### src/rtl/calc_pkg.sv
// Shared op codes, FSM states and default sizing for the calculator entry block.
package calc_pkg;

    localparam int unsigned NDIG_DEFAULT = 4;

    typedef enum logic [1:0] {
        OP_NONE = 2'd0,
        OP_ADD  = 2'd1,
        OP_SUB  = 2'd2
    } op_e;

    typedef enum logic [2:0] {
        ENTER_A = 3'd0,
        OP_WAIT = 3'd1,
        ENTER_B = 3'd2,
        COMPUTE = 3'd3,
        SHOW    = 3'd4
    } state_e;

    // Only add and subtract are accepted; any other op code is ignored.
    function automatic logic op_is_valid(input logic [1:0] op);
        return (op == OP_ADD) || (op == OP_SUB);
    endfunction

endpackage

### src/rtl/bcd_digit_addsub.sv
// One BCD digit of add or subtract with a ripple carry/borrow in and out.
module bcd_digit_addsub (
    input  logic       sub,
    input  logic [3:0] a,
    input  logic [3:0] b,
    input  logic       cin,
    output logic [3:0] d,
    output logic       cout
);

    logic [4:0] raw;

    // Binary add/subtract followed by decimal correction of the digit.
    always_comb begin
        raw  = '0;
        d    = '0;
        cout = 1'b0;
        if (sub) begin
            raw = {1'b0, a} - {1'b0, b} - {4'b0000, cin};
            if (raw[4]) begin
                d    = raw[3:0] + 4'd10;
                cout = 1'b1;
            end else begin
                d    = raw[3:0];
            end
        end else begin
            raw = {1'b0, a} + {1'b0, b} + {4'b0000, cin};
            if (raw > 5'd9) begin
                d    = raw[3:0] + 4'd6;
                cout = 1'b1;
            end else begin
                d    = raw[3:0];
            end
        end
    end

endmodule

### src/rtl/calc_entry.sv
// Key-driven BCD calculator entry: operand entry, digit-serial add/subtract, result display.
module calc_entry
    import calc_pkg::*;
#(
    parameter int unsigned NDIG = NDIG_DEFAULT
) (
    input  logic                clk,
    input  logic                rst_n,
    input  logic                btn_press,
    input  logic                is_num,
    input  logic                is_op,
    input  logic                is_eq,
    input  logic [3:0]          num_val,
    input  logic [1:0]          op_val,
    output logic [4*NDIG-1:0]   disp_bcd,
    output logic                disp_neg,
    output logic                ovf,
    output logic                busy,
    output logic                result_valid,
    output logic [1:0]          cur_op
);

    localparam int unsigned   W        = 4 * NDIG;
    localparam int unsigned   CW       = $clog2(NDIG + 1);
    localparam logic [CW-1:0] CNT_ONE  = CW'(1);
    localparam logic [CW-1:0] CNT_FULL = CW'(NDIG);
    localparam logic [CW-1:0] CNT_LAST = CW'(NDIG - 1);

    state_e        state_q, state_d;
    op_e           cur_op_q, cur_op_d;
    logic [W-1:0]  a_q, a_d;
    logic [W-1:0]  b_q, b_d;
    logic [W-1:0]  res_q, res_d;
    logic [W-1:0]  disp_q, disp_d;
    logic [CW-1:0] cnt_q, cnt_d;
    logic          btn_q, btn_d;
    logic          carry_q, carry_d;
    logic          sign_q, sign_d;
    logic          neg_q, neg_d;
    logic          ovf_q, ovf_d;
    logic          busy_q, busy_d;
    logic          rv_q, rv_d;

    logic          ev, ev_eq, ev_op, ev_num, op_ok, is_sub;
    logic [3:0]    dig;
    logic          dig_cout;

    // One event per press, classified with priority eq > op > num.
    always_comb begin
        ev     = btn_press & ~btn_q;
        ev_eq  = ev & is_eq;
        ev_op  = ev & ~is_eq & is_op;
        ev_num = ev & ~is_eq & ~is_op & is_num;
        op_ok  = op_is_valid(op_val);
        is_sub = (cur_op_q == OP_SUB);
    end

    // Single digit slice, fed the LSDs of the shifting operand registers during COMPUTE.
    bcd_digit_addsub u_digit (
        .sub  (is_sub),
        .a    (a_q[3:0]),
        .b    (b_q[3:0]),
        .cin  (carry_q),
        .d    (dig),
        .cout (dig_cout)
    );

    // Next-state, datapath and registered-output logic.
    always_comb begin
        btn_d    = btn_press;
        state_d  = state_q;
        cur_op_d = cur_op_q;
        a_d      = a_q;
        b_d      = b_q;
        res_d    = res_q;
        cnt_d    = cnt_q;
        carry_d  = carry_q;
        sign_d   = sign_q;
        neg_d    = neg_q;
        ovf_d    = ovf_q;
        rv_d     = 1'b0;
        busy_d   = 1'b0;
        disp_d   = disp_q;

        case (state_q)
            ENTER_A: begin
                if (ev_num) begin
                    if (cnt_q < CNT_FULL) begin
                        a_d   = {a_q[W-5:0], num_val};
                        cnt_d = cnt_q + CNT_ONE;
                    end
                end else if (ev_op && op_ok) begin
                    cur_op_d = op_e'(op_val);
                    state_d  = OP_WAIT;
                end
            end
            OP_WAIT: begin
                if (ev_num) begin
                    b_d     = {{(W-4){1'b0}}, num_val};
                    cnt_d   = CNT_ONE;
                    state_d = ENTER_B;
                end else if (ev_op && op_ok) begin
                    cur_op_d = op_e'(op_val);
                end
            end
            ENTER_B: begin
                if (ev_eq) begin
                    // Subtract always runs larger minus smaller so no final borrow can occur.
                    state_d = COMPUTE;
                    cnt_d   = '0;
                    carry_d = 1'b0;
                    res_d   = '0;
                    sign_d  = 1'b0;
                    if (is_sub && (b_q > a_q)) begin
                        a_d    = b_q;
                        b_d    = a_q;
                        sign_d = 1'b1;
                    end
                end else if (ev_num && (cnt_q < CNT_FULL)) begin
                    b_d   = {b_q[W-5:0], num_val};
                    cnt_d = cnt_q + CNT_ONE;
                end
            end
            COMPUTE: begin
                a_d     = a_q >> 4;
                b_d     = b_q >> 4;
                res_d   = {dig, res_q[W-1:4]};
                carry_d = dig_cout;
                cnt_d   = cnt_q + CNT_ONE;
                if (cnt_q == CNT_LAST) begin
                    state_d = SHOW;
                    rv_d    = 1'b1;
                    neg_d   = sign_q;
                    ovf_d   = (cur_op_q == OP_ADD) && dig_cout;
                end
            end
            SHOW: begin
                if (ev_num) begin
                    a_d      = {{(W-4){1'b0}}, num_val};
                    b_d      = '0;
                    res_d    = '0;
                    cnt_d    = CNT_ONE;
                    cur_op_d = OP_NONE;
                    sign_d   = 1'b0;
                    state_d  = ENTER_A;
                end else if (ev_op && op_ok && !neg_q && !ovf_q) begin
                    a_d      = res_q;
                    b_d      = '0;
                    cur_op_d = op_e'(op_val);
                    state_d  = OP_WAIT;
                end
            end
            default: begin
                state_d = ENTER_A;
            end
        endcase

        busy_d = (state_d == COMPUTE);

        case (state_d)
            ENTER_A, OP_WAIT: disp_d = a_d;
            ENTER_B:          disp_d = b_d;
            SHOW:             disp_d = res_d;
            default:          disp_d = disp_q;
        endcase

        if (state_d != SHOW) begin
            neg_d = 1'b0;
            ovf_d = 1'b0;
        end
    end

    // State and output registers with synchronous active-low reset.
    always_ff @(posedge clk) begin
        if (!rst_n) begin
            state_q  <= ENTER_A;
            cur_op_q <= OP_NONE;
            a_q      <= '0;
            b_q      <= '0;
            res_q    <= '0;
            disp_q   <= '0;
            cnt_q    <= '0;
            btn_q    <= 1'b0;
            carry_q  <= 1'b0;
            sign_q   <= 1'b0;
            neg_q    <= 1'b0;
            ovf_q    <= 1'b0;
            busy_q   <= 1'b0;
            rv_q     <= 1'b0;
        end else begin
            state_q  <= state_d;
            cur_op_q <= cur_op_d;
            a_q      <= a_d;
            b_q      <= b_d;
            res_q    <= res_d;
            disp_q   <= disp_d;
            cnt_q    <= cnt_d;
            btn_q    <= btn_d;
            carry_q  <= carry_d;
            sign_q   <= sign_d;
            neg_q    <= neg_d;
            ovf_q    <= ovf_d;
            busy_q   <= busy_d;
            rv_q     <= rv_d;
        end
    end

    assign disp_bcd     = disp_q;
    assign disp_neg     = neg_q;
    assign ovf          = ovf_q;
    assign busy         = busy_q;
    assign result_valid = rv_q;
    assign cur_op       = cur_op_q;

endmodule

### config.mk
export PLATFORM = sky130hd
export DESIGN_NAME = calc_entry
export DESIGN_NICKNAME = d
export VERILOG_FILES = /design/src/rtl/calc_pkg.sv /design/src/rtl/bcd_digit_addsub.sv /design/src/rtl/calc_entry.sv
export SDC_FILE = /design/constraint.sdc
export NUM_CORES = 1
export LEC_CHECK = 0
export CORE_MARGIN = 8
export CORE_UTILIZATION = 60
export DETAILED_ROUTE_END_ITERATION = 8
export GPL_TIMING_DRIVEN = 0
export HOLD_SLACK_MARGIN = 0.12
export MAX_ROUTING_LAYER = met4
export PLACE_DENSITY = 0.8
export SLEW_MARGIN = 10
export SYNTH_ARGS = -nofsm -noshare
export SYNTH_HDL_FRONTEND = slang
export SYNTH_SLANG_ARGS = --single-unit
### constraint.sdc
create_clock -name clk -period 3.4 [get_ports clk]
set_input_delay 0.51 -clock clk [delete_from_list [all_inputs] [get_ports clk]]
set_output_delay 0.51 -clock clk [all_outputs]
set_load 0.005 [all_outputs]
=== Word-level counts from Yosys, hierarchy flattened ===
Index checks and enable logic that the tools add are counted.

* Word-level logic and storage cells: 133
* Output and inout port bits: 22
* Input bits: 12
* Bits in registers: 79

* Muxes and demuxes: 50
* $add $sub $neg: 7
* Reductions and logical operators: 26
* Eq/ne operators: 23
* $lt $le $gt $ge: 3
* Bitwise logic cells: 10

{| class="wikitable"
|+ Operator list
! kind !! count
|-
| $mux 16 || 14
|-
| $pmux 16 s4 || 2
|-
| $pmux 16 s3 || 2
|-
| $mux 3 || 12
|-
| $gt 16x16->1 || 1
|-
| $eq 3x2->1 const B || 5
|-
| $pmux 3 s5 || 1
|-
| $mux 4 || 3
|-
| $pmux 3 s4 || 1
|-
| $ne 2x2->1 const B || 5
|-
| $ne 3x3->1 const B || 3
|-
| $mux 1 || 8
|-
| $mux 2 || 4
|-
| $reduce_or 2->1 || 4
|-
| $and 1x1->1 || 6
|-
| $eq 3x1->1 const B || 2
|-
| $eq 3x3->1 const B || 2
|-
| $logic_and 1x1->1 || 6
|-
| $logic_not 3->1 || 2
|-
| $reduce_and 2->1 || 3
|-
| $reduce_bool 2->1 || 3
|-
| $add 4x4->5 || 1
|-
| $add 5x1->5 || 1
|-
| $gt 5x4->1 const B || 1
|-
| 19 further kinds || 27
|}

=== Longest topological paths before layout ===
Gate-level depths: netlist of the first run.

* Depth after elaboration: 13
* Depth in mapped cells: 13
* Depth with buffers taken out: 12

=== By module ===
A second synthesis of the first run with hierarchy kept.

* Cell total of the unflattened synthesis: 718
* Area, all modules: 5674.2 um2

{| class="wikitable"
|+ Modules (own cells, without submodules)
! module !! times used !! sequential area each (um2) !! cells each !! area each (um2)
|-
| calc_entry || 1 || 1581.5 || 646 || 5094.9
|-
| bcd_digit_addsub || 1 || 0.0 || 72 || 579.3
|}

=== Worst setup path after synthesis of the first run ===
OpenSTA, ideal clock, no wires.

* Kind: reg2reg
* From: register b_q[0]
* To: register disp_q[14], in the netlist disp_bcd[14]
* Path buffers: 0
* Data required time: 3.282 ns
* Arrival: 2.614 ns
* Setup slack: 0.668 ns
* Setup time: 0.118 ns
* Cell stages (with the launch flop): 12
* Period minus slack after synthesis: 2.732 ns
* Cell sequence: dfxtp_1 inv_1 fa_1 fa_1 nor2b_1 o21bai_1 xor2_1 mux2i_1 a21oi_1 a32o_1 a221oi_2 nor2_1

* Cells in the longest elaborated chain, start to end: 7
* Elaborated cells on any way between the ends: 20
* Those cells by class: add/sub (6); order compare (2); mux (11); reduce/logical (1)

{| class="wikitable"
|+ RTL lines
! item !! RTL line !! text
|-
| start: declaration || calc_entry.sv:32 || <nowiki>logic [W-1:0] b_q, b_d;</nowiki>
|-
| start signal: assignment || calc_entry.sv:179 || <nowiki>b_q <= '0;</nowiki>
|-
| start signal: assignment || calc_entry.sv:194 || <nowiki>b_q <= b_d;</nowiki>
|-
| $add 4x4->5 or $sub 4x4->5 (tied branches) || bcd_digit_addsub.sv:27, bcd_digit_addsub.sv:19 ||
|-
| $add 5x1->5 or $sub 5x1->5 (tied branches) || bcd_digit_addsub.sv:27, bcd_digit_addsub.sv:19 ||
|-
| $add 4x3->4, or another cell as far along || bcd_digit_addsub.sv:29 || <nowiki>d = raw[3:0] + 4'd6;</nowiki>
|-
| $mux 4, on equally long branches || bcd_digit_addsub.sv:28, bcd_digit_addsub.sv:20 ||
|-
| $mux 4 || bcd_digit_addsub.sv:18 || <nowiki>if (sub) begin</nowiki>
|-
| $pmux 16 s3 || calc_entry.sv:85 || <nowiki>case (state_q)</nowiki>
|-
| $pmux 16 s3 (*) || calc_entry.sv:160 || <nowiki>case (state_d)</nowiki>
|-
| end signal: assignment || calc_entry.sv:196 || <nowiki>disp_q <= disp_d;</nowiki>
|-
| end: declaration || calc_entry.sv:34 || <nowiki>logic [W-1:0] disp_q, disp_d;</nowiki>
|}

Every way passes the cells marked *; elsewhere a longest branch is shown, timed or not.
A chain may end at the register's enable or synchronous reset.

=== Worst setup path after layout of the first run ===
* From: register a_q[1]
* To: register disp_q[6], in the netlist disp_bcd[6]

* Cells in the longest elaborated chain, start to end: 6
* Elaborated cells on any way between the ends: 9
* Those cells by class: order compare (1); mux (7); reduce/logical (1)

{| class="wikitable"
|+ RTL lines
! item !! RTL line !! text
|-
| start: declaration || calc_entry.sv:31 || <nowiki>logic [W-1:0] a_q, a_d;</nowiki>
|-
| start signal: assignment || calc_entry.sv:178 || <nowiki>a_q <= '0;</nowiki>
|-
| start signal: assignment || calc_entry.sv:193 || <nowiki>a_q <= a_d;</nowiki>
|-
| $gt 16x16->1 (*) || calc_entry.sv:114 || <nowiki>if (is_sub && (b_q > a_q)) begin</nowiki>
|-
| $logic_and 1x1->1 (*) || calc_entry.sv:114 ||
|-
| $mux 16 || calc_entry.sv:114 ||
|-
| $mux 16 || calc_entry.sv:107 || <nowiki>if (ev_eq) begin</nowiki>
|-
| $pmux 16 s4 || calc_entry.sv:85 ||
|-
| $pmux 16 s3 (*) || calc_entry.sv:160 ||
|}

Marked as above.

==> impl_metrics.tcl, run 1 <==
set metrics [dict create \
    place_ws_ns -0.3385 \
    io_pins 34 \
    synth-adder-area-share_pct 8.195 \
    grt-ovfl-total 0 \
    status "complete, no violations" \
    syn_area_per_cell_um2 7.931 \
    crit_fanout 10 \
    synth_cell_types 73 \
    synth_compound_area_share_pct 32.78 \
    fill_cells 770 \
    finalSetupTns_ns 0 \
    via_count 5935 \
    grt_pass1_wl_um 31420 \
    diodes 0 \
    startpoint_type "flip-flop" \
    antenna_found_initial 0 \
    synth_seq_cells 79 \
    fmax_mhz 295.0 \
    placedCellCount 836 \
    grtUsageTotal_pct 33.06 \
    port-buffer-count 32 \
    multi_input_area_mm2 0.003621 \
    hold_viol_final 0 \
    synthXorXnorAreaFrac_pct 1.730 \
    drv_slew 0 \
    muxShareOfSynthArea_pct 2.185 \
    synthFlopType "dfxtp_1" \
    final_cell_mix "74 x dfxtp_1, 72 x nand2_1, 59 x o21ai_0, 57 x a21oi_1, 47 x nor2_1" \
    dieWidth_um 111.7 \
    die_area_mm2 0.01248 \
    cts.sinks 79 \
    setup_ws_ns 0.009828 \
    synth_simple_gate_area_share_pct 20.60 \
    synthArstFlopShare_pct 0 \
    initial_core_util_pct 60.63 \
    dr.pass1.iters 6 \
    drive_gt1_share_pct 9.030 \
    timing.final.crit_period_ns 3.390 \
    ys_warn_count 0 \
    power_leakage_nw 2.276 \
    synthCells 693 \
    core_mm2 0.009065 \
    cts_tree "done" \
    peakVddDrop_uv 314.4 \
    cts_buffers 9 \
    period_share_pct 99.71 \
    worst-setup-path-type "flip-flop to flip-flop" \
    rsz0062_at_grt "false" \
    drt-wirelength-per-cell_um 24.07 \
    viasPerCell 6.958 \
    slew_headroom_pct 19.70 \
    holdBufCountCts 0 \
    drt_iter0_markers 729 \
    finalWirelength_um 20540 \
    arrival_ns 3.70 \
    maxCapViolCount 0 \
    place_congestion 1.065 \
    synth_nets 738 \
    grt_pass1_vias 5532 \
    synth-edff-count 0 \
    fin_total_pwr_mw 1.922 \
    endpoint_kind "flip-flop" \
    cts_root_buf "clkbuf_8" \
    grt_max_degree 18 \
    setup_violations 0 \
    num_rows 35 \
    seqCellArea_mm2 0.001588 \
    ctsHtreeMaxLevel 3 \
    synth_area_mm2 0.005497 \
    clk_pin_slew_ns 0.11 \
    worst_pin_slew_ns 1.174 \
    clockBufferDepth 2 \
    min_path_type "flip-flop to flip-flop" \
    drc 0 \
    fin_skew_ns 0.01396 \
    syn_to_final_growth_pct 12.75 \
    clock_latency_ns 0.38 \
    stdcell_count 853 \
    synth_top_family_by_area "compound AO/OA/AOI/OAI gates" \
    worst_ep_required_time_ns 3.71 \
    synth_seq_area_share_pct 28.77 \
    final_common_cell "dfxtp_1" \
    dp.final_hpwl_um 15660 \
    power_density_mw_per_mm2 310.2 \
    die_h_um 111.7 \
    post-route-util_pct 68.36 \
    nets 782 \
    antenna_violating_nets_post_route 0 \
]
layer usage:
layer,routed length [µm],vias to the layer above,GRT usage [%]
met5,0,-,-
met2,8657,484,47.05
met1,8211,2747,42.36
met3,2823,72,9.361
met4,842,0,15.22
li1,-,2632,-
worst paths after layout:
path	startpoint	endpoint	cells after the start	slack, ns
hold reg to reg	cnt_q[1]	cnt_q[1]	2	0.47
setup reg to reg	a_q[1]	disp_bcd[6]	12	0.01
hold / removal	cnt_q[1]	cnt_q[1]	2	0.47
setup / recovery	a_q[1]	disp_bcd[6]	12	0.01
per-stage QoR:
stage,cell area [µm²],hold slack [ns]
2_1_floorplan,5497,0.4356
3_3_place_gp,5956,0.4461
3_5_place_dp,5956,0.4543
4_1_cts,6172,0.4676
5_1_grt,6197,0.4884
6_report,6197,0.4653
cells in the mapped netlist, types with 10 or more instances:
cell | instances | area share [%]
o21a_1 | 10 | 1.4
a22oi_1 | 10 | 1.4
mux2i_1 | 12 | 2.2
a21oi_1 | 57 | 5.2
ha_1 | 28 | 6.4
nor2_1 | 47 | 3.2
a22o_1 | 15 | 2.4
buf_2 | 12 | 1.1
a221oi_1 | 15 | 2.4
nand2_1 | 72 | 4.9
nand2b_1 | 13 | 1.5
o21ai_1 | 18 | 1.6
and2_1 | 27 | 3.1
a211oi_1 | 19 | 2.6
clkbuf_1 | 23 | 1.6
o21ai_0 | 62 | 5.6
inv_1 | 32 | 2.2
dfxtp_1 | 79 | 29
final cells by class:
class	count	area share (%)
buffer	42	3.230
inverter	32	1.938
clock inverter	7	1.252
clock buffer	9	1.999
sequential	79	25.62
tap	111	2.241
timing repair buffer	33	5.290
multi-input combinational	540	58.43
flip-flops by register name, summed over array words and instances, names as in the netlist:
name,flops
a_q,16
b_q,16
btn_q,1
busy,1
carry_q,1
cnt_q,3
cur_op,2
disp_bcd,16
disp_neg,1
ovf,1
res_q,16
result_valid,1
sign_q,1
state_q,3
worst max-delay path, stage by stage, from the launching register on:
cell	delay (ns)
dfxtp_2	0.41
clkbuf_2	0.28
inv_1	0.07
ha_1	0.33
nand4_1	0.23
o41a_1	0.43
and2_1	0.25
o21ai_2	0.24
clkbuf_4	0.34
o21ai_1	0.10
a32oi_2	0.29
o21ai_1	0.14
a21oi_1	0.21
cells by family after synthesis:
logic type               Yosys count
multiplexers                      12
XOR/XNOR                          10
AND/OR/NAND/NOR                  215
AO/OA/AOI/OAI                    270
buffers and inverters             74
flip-flops                        79
adder cells (fa/ha/maj)           33
power by group:
group / internal, mW / switching, mW / total (mW)
registers: 0.936 / 0.0178 / 0.954
logic: 0.0851 / 0.144 / 0.229
clock network: 0.290 / 0.449 / 0.739
repair_timing:
action,4_1_cts,5_1_grt
cloned,0,0
buffers inserted,0,1
pin swaps,0,1
gates resized for setup,3,12
hold endpoints to repair,0,0
endpoints found under the setup margin,27,21
Power figures use the tool's default switching activity.
==> run 2: changes to the inputs <==
Settings changed: MAX_ROUTING_LAYER met4 to unset.
==> impl_metrics.tcl, run 2 (synthesis gave the netlist of run 1 again) <==
set metrics [dict create \
    syn_to_final_growth_pct 12.91 \
    clockBufferDepth 2 \
    clock_latency_ns 0.40 \
    place_area_mm2 0.005956 \
    grt-ovfl-total 0 \
    drt_iter0_markers 846 \
    final_common_cell "dfxtp_1" \
    viasPerCell 6.978 \
    timing.final.crit_period_ns 3.267 \
    worst_ep_required_time_ns 3.72 \
    num_rows 35 \
    design_area_mm2 0.006206 \
    power_leakage_nw 2.275 \
    drc 0 \
    cts_tree "done" \
    reg2reg_depth 11 \
    cts_root_buf "clkbuf_8" \
    diodes 0 \
    grt_pass1_wl_um 30730 \
    startpoint_type "flip-flop" \
    drv_slew 0 \
    via_count 5945 \
    die_h_um 111.7 \
    dieWidth_um 111.7 \
    grt_pass1_vias 5525 \
    worst_r2r_endpoint "disp_bcd[15]" \
    maxCapViolCount 0 \
    cts_buffers 9 \
    grt_max_degree 18 \
    place_ws_ns -0.2534 \
    post_cts_buffers 0 \
    status "complete, no violations" \
    rr_startpoint "a_q[5]" \
    peakVddDrop_uv 272.4 \
    clk_pin_slew_ns 0.11 \
    antenna_found_initial 0 \
    holdBufCountCts 0 \
    slew_headroom_pct 22.92 \
    final_cell_mix "74 x dfxtp_1, 72 x nand2_1, 60 x o21ai_0, 57 x a21oi_1, 47 x nor2_1" \
    nets 781 \
    hold_viol_final 0 \
    dr.pass1.iters 5 \
    cts.sinks 79 \
    dp.final_hpwl_um 15410 \
    die_area_mm2 0.01248 \
    fin_skew_ns 0.01833 \
    whs_path_depth 2 \
    drive_gt1_share_pct 8.907 \
    finalWirelength_um 20340 \
    crit_fanout 10 \
    fmax_mhz 306.1 \
    power_density_mw_per_mm2 312.9 \
    setup_ws_ns 0.1332 \
    initial_core_util_pct 60.63 \
    arrival_ns 3.59 \
    period_share_pct 96.08 \
    io_pins 34 \
    endpoint_kind "flip-flop" \
    setup_violations 0 \
    core_mm2 0.009065 \
    cp-startpoint "a_q[5]" \
    hp-start "cnt_q[1]" \
    worst-setup-path-type "flip-flop to flip-flop" \
    hold_path_end "cnt_q[1]" \
    port-buffer-count 32 \
    place_congestion 1.038 \
    ff2ff_setup_slack_ns 0.13 \
    min_path_type "flip-flop to flip-flop" \
    grtUsageTotal_pct 31.74 \
    ctsHtreeMaxLevel 3 \
    antenna_violating_nets_post_route 0 \
    drt-wirelength-per-cell_um 23.87 \
    worst_pin_slew_ns 1.127 \
]
## run 2: how the worst max path moves through the flow
stage	endpoint	slack, ns	cells after the start
after global placement	disp_bcd[6]	-0.23	12
after global routing	disp_bcd[15]	-0.03	11
final	disp_bcd[15]	0.13	11
after floorplan	disp_bcd[14]	0.67	11
after detailed placement	disp_bcd[6]	-0.25	12
after CTS	disp_bcd[6]	0.07	12
## run 2: metal layers
metal	vias up	wire (µm)	global-route usage, %
met5	-	0	0
met4	0	961	16.59
met3	77	2711	10.44
met1	2802	8159	40.74
li1	2635	-	-
met2	431	8502	46.24
## run 2: cell type report
class / count / area (µm²)
buffer: 42 / 200.2
sequential: 79 / 1588
multi-input combinational: 540 / 3640
clock buffer: 9 / 123.9
timing repair buffer: 32 / 320.3
inverter: 32 / 120.1
fill: 787 / 2859
tap: 111 / 138.9
clock inverter: 7 / 75.07
## run 2: through the flow
step	std cells	TNS, ns	util [%]	power, mW	hold slack [ns]
floorplan	693	0	-	1.105	0.4356
global placement	836	-0.9569	65.70	1.179	0.4481
detailed placement	836	-1.815	65.70	1.185	0.4534
CTS	852	0	67.99	1.919	0.4690
global route	852	-0.06329	68.46	1.988	0.5245
finish	852	0	68.46	1.942	0.4658
## run 2: what timing repair did
action                                  CTS  global route
endpoints found under the setup margin   25            27
gates resized for setup                   3            15
endpoints found under the hold margin     0             0
## run 2: worst max-delay path, stage by stage (launching register included)
cell	delay (ns)
dfxtp_1	0.42
inv_1	0.17
ha_1	0.34
nand4_1	0.29
o41a_1	0.54
and2_1	0.28
o21ai_4	0.19
buf_2	0.28
o21ai_0	0.10
a2bb2oi_1	0.23
o21ai_0	0.14
a21oi_1	0.20
## run 2: power breakdown
part	internal [mW]	switching, mW	total, mW
sequential	0.936	0.0182	0.954
clock	0.292	0.466	0.759
combinational	0.0842	0.145	0.229
total	1.31	0.629	1.94
==> run 3: changes to the inputs <==
Settings changed: SLEW_MARGIN 10 to 20.
==> impl_metrics.tcl, run 3 (synthesis gave the netlist of run 1 again) <==
set metrics [dict create \
    grt_pass1_vias 5525 \
    antenna_found_initial 0 \
    worst_ep_required_time_ns 3.72 \
    crit_top_cell "o21ai_0" \
    drv_slew 0 \
    slowest_delay_ns 0.45 \
    viasPerCell 6.935 \
    grt_max_degree 18 \
    core_mm2 0.009065 \
    cts_tree "done" \
    slowest_stage "o41a_1" \
    syn_to_final_growth_pct 12.93 \
    cts.sinks 79 \
    status "complete, no violations" \
    initial_core_util_pct 60.63 \
    clockBufferDepth 2 \
    drc 0 \
    endpoint_kind "flip-flop" \
    dr.pass1.iters 5 \
    dieWidth_um 111.7 \
    die_h_um 111.7 \
    grt_pass1_wl_um 30730 \
    power_density_mw_per_mm2 312.4 \
    slew_headroom_pct 43.34 \
    crit_fanout 10 \
    antenna_violating_nets_post_route 0 \
    power_leakage_nw 2.275 \
    drive_gt1_share_pct 8.907 \
    place_congestion 1.038 \
    place_area_mm2 0.005956 \
    grtUsageTotal_pct 31.74 \
    fin_skew_ns 0.01650 \
    ctsHtreeMaxLevel 3 \
    setup_violations 0 \
    die_area_mm2 0.01248 \
    diodes 0 \
    hold_viol_final 0 \
    io_pins 34 \
    min_path_type "flip-flop to flip-flop" \
    finalSetupTns_ns 0 \
    final_common_cell "dfxtp_1" \
    timing.final.crit_period_ns 3.261 \
    clk_pin_slew_ns 0.11 \
    clock_latency_ns 0.39 \
    drt-wirelength-per-cell_um 23.77 \
    port-buffer-count 32 \
    holdWs_ns 0.4655 \
    finalWirelength_um 20250 \
    period_share_pct 95.90 \
    path_cells "clkbuf_2 > inv_1 > ha_1 > nand4_1 > o41a_1 > and2_1 > o21ai_4 > buf_2 > o21ai_0 > a2bb2oi_1 > o21ai_0 > a21oi_1" \
    peakVddDrop_uv 271.9 \
    arrival_ns 3.58 \
    cts_root_buf "clkbuf_8" \
    worst_pin_slew_ns 0.8477 \
    cts_buffers 9 \
    crit_buf_inv 3 \
    crit_family "compound AO/OA/AOI/OAI gates" \
    num_rows 35 \
    via_count 5909 \
    startpoint_type "flip-flop" \
    final_cell_mix "74 x dfxtp_1, 72 x nand2_1, 60 x o21ai_0, 57 x a21oi_1, 47 x nor2_1" \
    nets 781 \
    dp.final_hpwl_um 15410 \
    design_area_mm2 0.006207 \
    grt-ovfl-total 0 \
    maxCapViolCount 0 \
    drt_iter0_markers 883 \
    worst-setup-path-type "flip-flop to flip-flop" \
    fmax_mhz 306.7 \
    holdBufCountCts 0 \
]
## run 3: cell counts in the layout (fill, tap and decap cells not counted)
No cell type changed its count.
## run 3: layout make-up
type | count | area (µm²)
Timing Repair Buffer | 32 | 320.3
Inverter | 32 | 120.1
Fill cell | 786 | 2858
Buffer | 42 | 200.2
Multi-Input combinational cell | 540 | 3641
Clock inverter | 7 | 75.07
Tap cell | 111 | 138.9
Clock buffer | 9 | 123.9
Sequential cell | 79 | 1588
## run 3: worst min-delay path, cell delays in order (launching register included)
cell and delay [ns]:
dfxtp_1 0.33, nand2_1 0.05, a21oi_1 0.05
## run 3: final timing paths
path / startpoint / to / slack [ns] / cells past startpoint
hold / removal: cnt_q[1] / cnt_q[1] / 0.47 / 2
hold reg to reg: cnt_q[1] / cnt_q[1] / 0.47 / 2
setup / recovery: a_q[1] / disp_bcd[15] / 0.14 / 12
setup reg to reg: a_q[1] / disp_bcd[15] / 0.14 / 12
## run 3: through the flow
stage               cells  power [mW]  util (%)  worst slack [ns]
floorplan             693       1.105         -            0.6677
global placement      836       1.179     65.70           -0.2350
detailed placement    836       1.185     65.70           -0.2534
CTS                   852       1.919     67.99           0.06844
global route          852       1.988     68.47          -0.03438
finish                852       1.939     68.47            0.1393
## run 3: timing repair
item / 4_1_cts / 5_1_grt
endpoints found under the setup margin: 25 / 27
buffers inserted: 0 / 0
resized for setup: 3 / 15
## run 3: metal layers
layer	global-route usage [%]	wire, µm
met4	16.59	950
met5	0	0
met3	10.44	2790
met1	40.74	8036
met2	46.24	8470
## run 3: power by group
| group | internal [mW] | leakage (nW) | switching (mW) |
|---|---|---|---|
| registers | 0.936 | 0.640 | 0.0180 |
| clock network | 0.292 | 0.0990 | 0.464 |
| logic | 0.0842 | 1.54 | 0.145 |
| total | 1.31 | 2.28 | 0.627 |
